**src/rtl/dw_stack_lvl.sv**
```systemverilog
// LIFO stack with level flags, word count and replace-top on simultaneous push/pop.
// Register storage; top-of-stack is read combinationally from the registered count.
module dw_stack_lvl #(
    parameter int WIDTH    = 8,
    parameter int DEPTH    = 8,
    parameter int AE_LEVEL = 1,
    parameter int AF_LEVEL = 1,
    parameter int ERR_MODE = 0,
    parameter int RST_MODE = 0,
    localparam int CW      = $clog2(DEPTH + 1)
) (
    input  logic             clk,
    input  logic             rst,
    input  logic             push_req_n,
    input  logic             pop_req_n,
    input  logic [WIDTH-1:0] data_in,
    output logic             empty,
    output logic             almost_empty,
    output logic             half_full,
    output logic             almost_full,
    output logic             full,
    output logic             error,
    output logic [CW-1:0]    word_count,
    output logic [WIDTH-1:0] data_out
);

    localparam int AW = $clog2(DEPTH);

    logic [WIDTH-1:0] mem_q [DEPTH];
    logic [CW-1:0]    cnt_q, cnt_d;
    logic             err_q, err_d;
    logic             wr_en;
    logic [AW-1:0]    wr_addr;
    logic [AW-1:0]    rd_addr;
    logic             push, pop, bad;

    assign push = ~push_req_n;
    assign pop  = ~pop_req_n;

    always_comb begin
        cnt_d   = cnt_q;
        wr_en   = 1'b0;
        wr_addr = AW'(cnt_q);
        bad     = 1'b0;
        if (push && pop) begin
            wr_en = 1'b1;
            if (cnt_q != '0) begin
                wr_addr = AW'(cnt_q - CW'(1));
            end else begin
                // Nothing to replace: the push still lands, the pop underflows.
                cnt_d = CW'(1);
                bad   = 1'b1;
            end
        end else if (push) begin
            if (cnt_q != CW'(DEPTH)) begin
                wr_en = 1'b1;
                cnt_d = cnt_q + CW'(1);
            end else begin
                bad = 1'b1;
            end
        end else if (pop) begin
            if (cnt_q != '0) begin
                cnt_d = cnt_q - CW'(1);
            end else begin
                bad = 1'b1;
            end
        end
        err_d = (ERR_MODE == 0) ? (err_q | bad) : bad;
    end

    always_ff @(posedge clk) begin
        if (rst) begin
            cnt_q <= '0;
            err_q <= 1'b0;
        end else begin
            cnt_q <= cnt_d;
            err_q <= err_d;
        end
    end

    genvar gi;
    generate
        for (gi = 0; gi < DEPTH; gi++) begin : g_mem
            always_ff @(posedge clk) begin
                if (rst) begin
                    if (RST_MODE == 0) begin
                        mem_q[gi] <= '0;
                    end
                end else if (wr_en && (wr_addr == AW'(gi))) begin
                    mem_q[gi] <= data_in;
                end
            end
        end
    endgenerate

    assign rd_addr      = AW'(cnt_q - CW'(1));
    assign data_out     = (cnt_q == '0) ? '0 : mem_q[rd_addr];
    assign word_count   = cnt_q;
    assign error        = err_q;
    assign empty        = (cnt_q == '0);
    assign full         = (cnt_q == CW'(DEPTH));
    assign almost_empty = (cnt_q <= CW'(AE_LEVEL));
    assign half_full    = (cnt_q >= CW'((DEPTH + 1) / 2));
    assign almost_full  = (cnt_q >= CW'(DEPTH - AF_LEVEL));

endmodule

```
**config.mk**
```make
export PLATFORM = sky130hd
export DESIGN_NAME = dw_stack_lvl
export DESIGN_NICKNAME = d
export VERILOG_FILES = /design/src/rtl/dw_stack_lvl.sv
export SDC_FILE = /design/constraint.sdc
export NUM_CORES = 1
export LEC_CHECK = 0
export BUFFER_PORTS_ARGS = -buffer_cell sky130_fd_sc_hd__buf_2
export CORE_MARGIN = 8
export CORE_UTILIZATION = 40
export DETAILED_ROUTE_END_ITERATION = 16
export GPL_ROUTABILITY_DRIVEN = 1
export PLACE_DENSITY_LB_ADDON = 0.05
export SLEW_MARGIN = 30
export SYNTH_ARGS = -nofsm -noshare
export SYNTH_HDL_FRONTEND = slang
export SYNTH_SLANG_ARGS = --single-unit
export TNS_END_PERCENT = 30
```
**constraint.sdc**
```tcl
create_clock -name clk -period 2.4 [get_ports clk]
set_input_delay 0.48 -clock clk [delete_from_list [all_inputs] [get_ports clk]]
set_output_delay 0.48 -clock clk [all_outputs]
set_load 0.05 [all_outputs]
```
# After elaboration in Yosys (flattened, before gate mapping)
# Memories as Yosys holds them, arrays and structs flattened.
# Index checks and enable logic that the tools add are counted.
classes:
  addsub: 2
  n_lt_le_gt_ge: 3
  n_eq_ne: 12
  mux: 51
  bitwise: 11
  n_reduce_logical: 14
op_table:
  columns: ["cell", "count"]
  rows:
  - ["2-to-1 mux 8 bit", 9]
  - ["2-to-1 mux 1 bit", 34]
  - ["2-to-1 mux 4 bit", 6]
  - ["== test 3 bit (second input constant)", 4]
  - ["logical AND 1 bit", 9]
  - ["bitwise OR 1 bit", 9]
  - [">= comparator 4 x 3 -> 1 bit (second input constant)", 2]
  - ["== test 3 x 2 -> 1 bit (second input constant)", 2]
  - ["2-to-1 mux 3 bit", 2]
  - ["adder 4 x 1 -> 4 bit (second input constant)", 1]
  - ["== test 4 bit (second input constant)", 1]
  - ["<= comparator 4 x 1 -> 1 bit (second input constant)", 1]
  - ["logical NOT 4 bit", 1]
  - ["!= test 4 bit (second input constant)", 1]
  - ["AND reduction 4 bit", 1]
  - ["nonzero test 4 bit", 1]
  - ["subtractor 4 x 1 -> 4 bit (second input constant)", 1]
  - ["== test 3 x 1 -> 1 bit (second input constant)", 1]
  - ["logical NOT 3 bit", 1]
  - ["!= test 3 x 1 -> 1 bit (second input constant)", 1]
  - ["!= test 3 x 2 -> 1 bit (second input constant)", 1]
  - ["nonzero test 3 bit", 1]
  - ["!= test 2 bit (second input constant)", 1]
  - ["NOT 1 bit", 2]
totals:
  ff_bits: 5
  ramBits: 64
  out_inout_bits: 18
  memories: 1
mem_list:
  columns: ["memory", "depth", "width", "rd", "rd_clocked_by_memory_dff", "wr", "line", "source"]
  rows:
  - ["mem_q", 8, 8, 1, 0, 8, "29", "logic [WIDTH-1:0] mem_q [DEPTH];"]

# Longest topological paths before layout
logic_depth:
  word_depth: 9
  mapped_depth: 10

# Worst setup path before layout
# OpenSTA, ideal clock, no wires.
synth_path:
  path_kind: "reg2out"
  startpoint: "register cnt_q[0], in the netlist word_count[0]"
  endpoint: "output data_out[0]"
  arrival_ns: 3.038
  required_time_ns: 1.920
  slack_ns: -1.118
  path_stages_with_launch: 9
  n_path_buf: 3
  path_cell_list: "dfxtp_1 > buf_2 > inv_1 > ha_1 > buf_2 > clkbuf_1 > mux4_2 > nand2_1 > a21oi_1"
synth_between:
  elab_chain_cells: 3
  elab_cells_between_ends: 4
synth_rtl:
  columns: ["element", "line", "source"]
  rows:
  - ["from (decl)", "30", "logic [CW-1:0] cnt_q, cnt_d;"]
  - ["from (signal assigned)", "76", "cnt_q <= cnt_d;"]
  - ["subtractor 4 x 1 -> 4 bit", "96", "assign rd_addr = AW'(cnt_q - CW'(1));"]
  - ["memory read (8 x 8 bit)", null, null]
  - ["2-to-1 mux 8 bit (*)", "97", "assign data_out = (cnt_q == '0) ? '0 : mem_q[rd_addr];"]
  - ["to (decl)", "24", "output logic [WIDTH-1:0] data_out"]
# Mark *: on every way between the ends. The rest lies on a longest branch, timed or not.

# Final worst setup path
layout_path:
  startpoint: "register cnt_q[0], in the netlist word_count[0]"
  endpoint: "output data_out[2]"
# The elaborated chain is that of the path after synthesis.

==> impl_metrics.py <==
metrics = {
    "cells_and_area": {
        "multi_input_area_um2": 1590,
        "seq_area_um2": 2030,
        "syn_to_final_growth_pct": 27.2,
        "n_fill_cell": 783,
        "drive_gt1_share_pct": 38.8,
        "nNetsFinal": 355,
        "antenna_cells": 0,
    },
    "route": {
        "drt-total-wl_um": 9360,
        "vias_per_cell": 5.38,
        "dr_total_vias": 2437,
        "wire_per_inst_um": 20.7,
        "dr.pass1.iters": 4,
        "drt_iter0_markers": 135,
        "ant_nets": 0,
        "drcViolationCount": 0,
    },
    "clocking": {
        "cts_buffer_depth": 2,
        "postCtsHoldBufs": 0,
        "cts-root-buf": "clkbuf_8",
        "clock_sinks": 69,
        "clk_pin_slew_ns": 0.09,
        "cts_tree": "done",
        "cts_htree_levels": 3,
        "clk_latency_ns": 0.35,
        "cts_inserted_buffers": 9,
    },
    "global_routing": {
        "gr-usage-met3_pct": 3.14,
        "met1_usage_pct": 19.7,
        "grt_max_degree": 17,
        "grt_pass1_wl_um": 14800,
        "grt_pass1_vias": 2582,
        "use_met2_pct": 25.5,
        "antenna_found_initial": 0,
        "grt_busiest_layer": "met2",
        "grtUsageTotal_pct": 15.6,
        "grt_overflow": 0,
    },
    "synth": {
        "synth_most_common_cell": "edfxtp_1",
        "synth_seq_area_share_pct": 56.7,
        "ys_ff_latch": 69,
        "avgSynthCellArea_um2": 12.3,
        "muxShareOfSynthArea_pct": 11.9,
        "synth_compound_area_share_pct": 8.31,
        "yosysTopAreaCellShare_pct": 53.9,
        "synth_area_um2": 3570,
        "synth.top_cells.by_count": "edfxtp_1, nor2_1, nand2_1",
        "synth_top_family_by_area": "simple AND/OR/NAND/NOR gates",
        "yosys.area.top_type": "edfxtp_1",
        "synthFlopType": "edfxtp_1",
        "synthSimpleGateAreaFrac_pct": 17.4,
        "synthAdderAreaFrac_pct": 1.05,
        "synth-xor-area-share_pct": 0.982,
        "synth_nets": 306,
        "synth_edf_count": 64,
        "async_reset_ff_share_pct": 0,
        "ys_types": 46,
        "syn_inst": 291,
        "synth.area.top_cells": "edfxtp_1, mux4_2, nor2_1, dfxtp_1, nand2_1",
        "ys_warn_count": 0,
    },
    "sta": {
        "final_max_slew_viol_count": 0,
        "hold_violations": 0,
        "rsz0062_at_grt": "yes",
        "fin_crit_ns": 2.38,
        "worst_pin_slew_ns": 0.404,
        "setup_viol": 0,
        "clock_skew_ns": 0.0116,
        "setup_ws_ns": 0.0168,
        "tns_ns": 0,
        "slew_headroom_pct": 73.1,
        "clock.fmax_mhz": 420,
        "period_share_pct": 99.3,
    },
    "placement": {
        "preCtsSetupSlack_ns": -0.0619,
        "dp_hpwl_um": 6190,
        "portBuffers": 29,
        "routabilityCongestion": 0.764,
    },
    "floorplan": {
        "start_util_pct": 41.1,
        "fp.coreArea_um2": 8680,
        "die-area_um2": 12200,
        "rows": 34,
        "io_pins": 30,
        "dieHeight_um": 110,
        "die_w_um": 110,
    },
    "worst_setup_path": {
        "path_max_fanout": 14,
        "start_kind": "flip-flop",
        "arrival_ns": 1.90,
        "worst_setup_path_end_kind": "output pin",
        "required_ns": 1.92,
        "worst-setup-path-type": "flip-flop to output pin",
    },
    "run": {
        "cap_viol_max_count": 0,
    },
    "pwr": {
        "p_leak_nw": 1.72,
        "power.total_mw": 6.78,
        "power_density_nw_per_um2": 1490,
        "ir_drop_mv": 0.610,
    },
    "status": {
        "outcome": "finished clean",
    },
    "worst_hold_path": {
        "holdCritPathClass": "flip-flop to flip-flop",
    },
}
registers in the layout (all words and copies together), names as in the netlist:
signal	flops
word_count	4
error	1
mem_q	64
critical path, stage by stage (launching register included):
cell       delay (ns)
dfxtp_4          0.41
bufbuf_16        0.31
mux4_2           0.49
nand2_1          0.12
a21oi_4          0.07
buf_6            0.15
through the flow:
step                utilization [%]  instances  instance area [um^2]  hold slack [ns]
floorplan                         -        291                  3720            0.663
global placement               46.6        427                  4050            0.438
detailed placement             46.6        427                  4050            0.442
CTS                            52.0        452                  4520            0.453
global route                   52.3        453                  4540            0.481
finish                         52.3        453                  4540            0.447
cell type report:
cell class | instances | area share [%]
Inverter | 6 | 0.827
Clock inverter | 7 | 2.15
Sequential cell | 69 | 44.7
Timing Repair Buffer | 56 | 11.6
Multi-Input combinational cell | 198 | 35.0
Tap cell | 108 | 2.98
Clock buffer | 9 | 2.73
where the power goes:
part / internal, mW / switching (mW) / total [mW]
clock: 0.591 / 0.487 / 1.08
sequential: 1.52 / 0.0928 / 1.61
combinational: 1.68 / 2.41 / 4.09
total: 3.79 / 2.99 / 6.78
routing by layer:
metal | vias up | share of wire [%]
met3 | 13 | 3.8
met5 | - | 0
met2 | 58 | 48
li1 | 1148 | -
met4 | 0 | 2.0
met1 | 1218 | 46
path summary, 6_finish.rpt:
check,from,end,slack [ns],cells past startpoint
max,word_count[0],data_out[2],0.02,5
min,error,error,0.45,2
max reg2reg,word_count[0],mem_q[6][4],0.14,8
min reg2reg,error,error,0.45,2
layout by cell type, fill, tap and decap left out, types with 3 or more instances in the layout:
cell	count
a211oi_1	3
a21o_1	4
a21o_2	3
a21oi_1	3
a21oi_4	8
and2b_1	8
buf_12	6
buf_2	21
buf_4	17
buf_6	10
clkbuf_8	9
edfxtp_1	64
inv_1	3
inv_6	3
mux4_2	16
nand2_1	12
nand2_2	14
nand3_1	8
nor2_1	58
nor2b_1	13
nor3_1	3
o21ai_0	6
or2_2	3
logic make-up after synthesis:
family / after synthesis
XOR/XNOR: 4
multiplexers: 21
AO/OA/AOI/OAI: 41
buffers and inverters: 24
AND/OR/NAND/NOR: 129
flip-flops: 69
adder cells (fa/ha/maj): 3
timing repair:
| action | 4_1_cts | 5_1_grt |
|---|---|---|
| cloned | 1 | 0 |
| hold endpoints to repair | 0 | 0 |
| setup endpoints to repair | 9 | 40 |
| gates resized for setup | 39 | 8 |
| pin swaps | 7 | 8 |
| setup buffers | 8 | 1 |
Power figures use the tool's default switching activity.
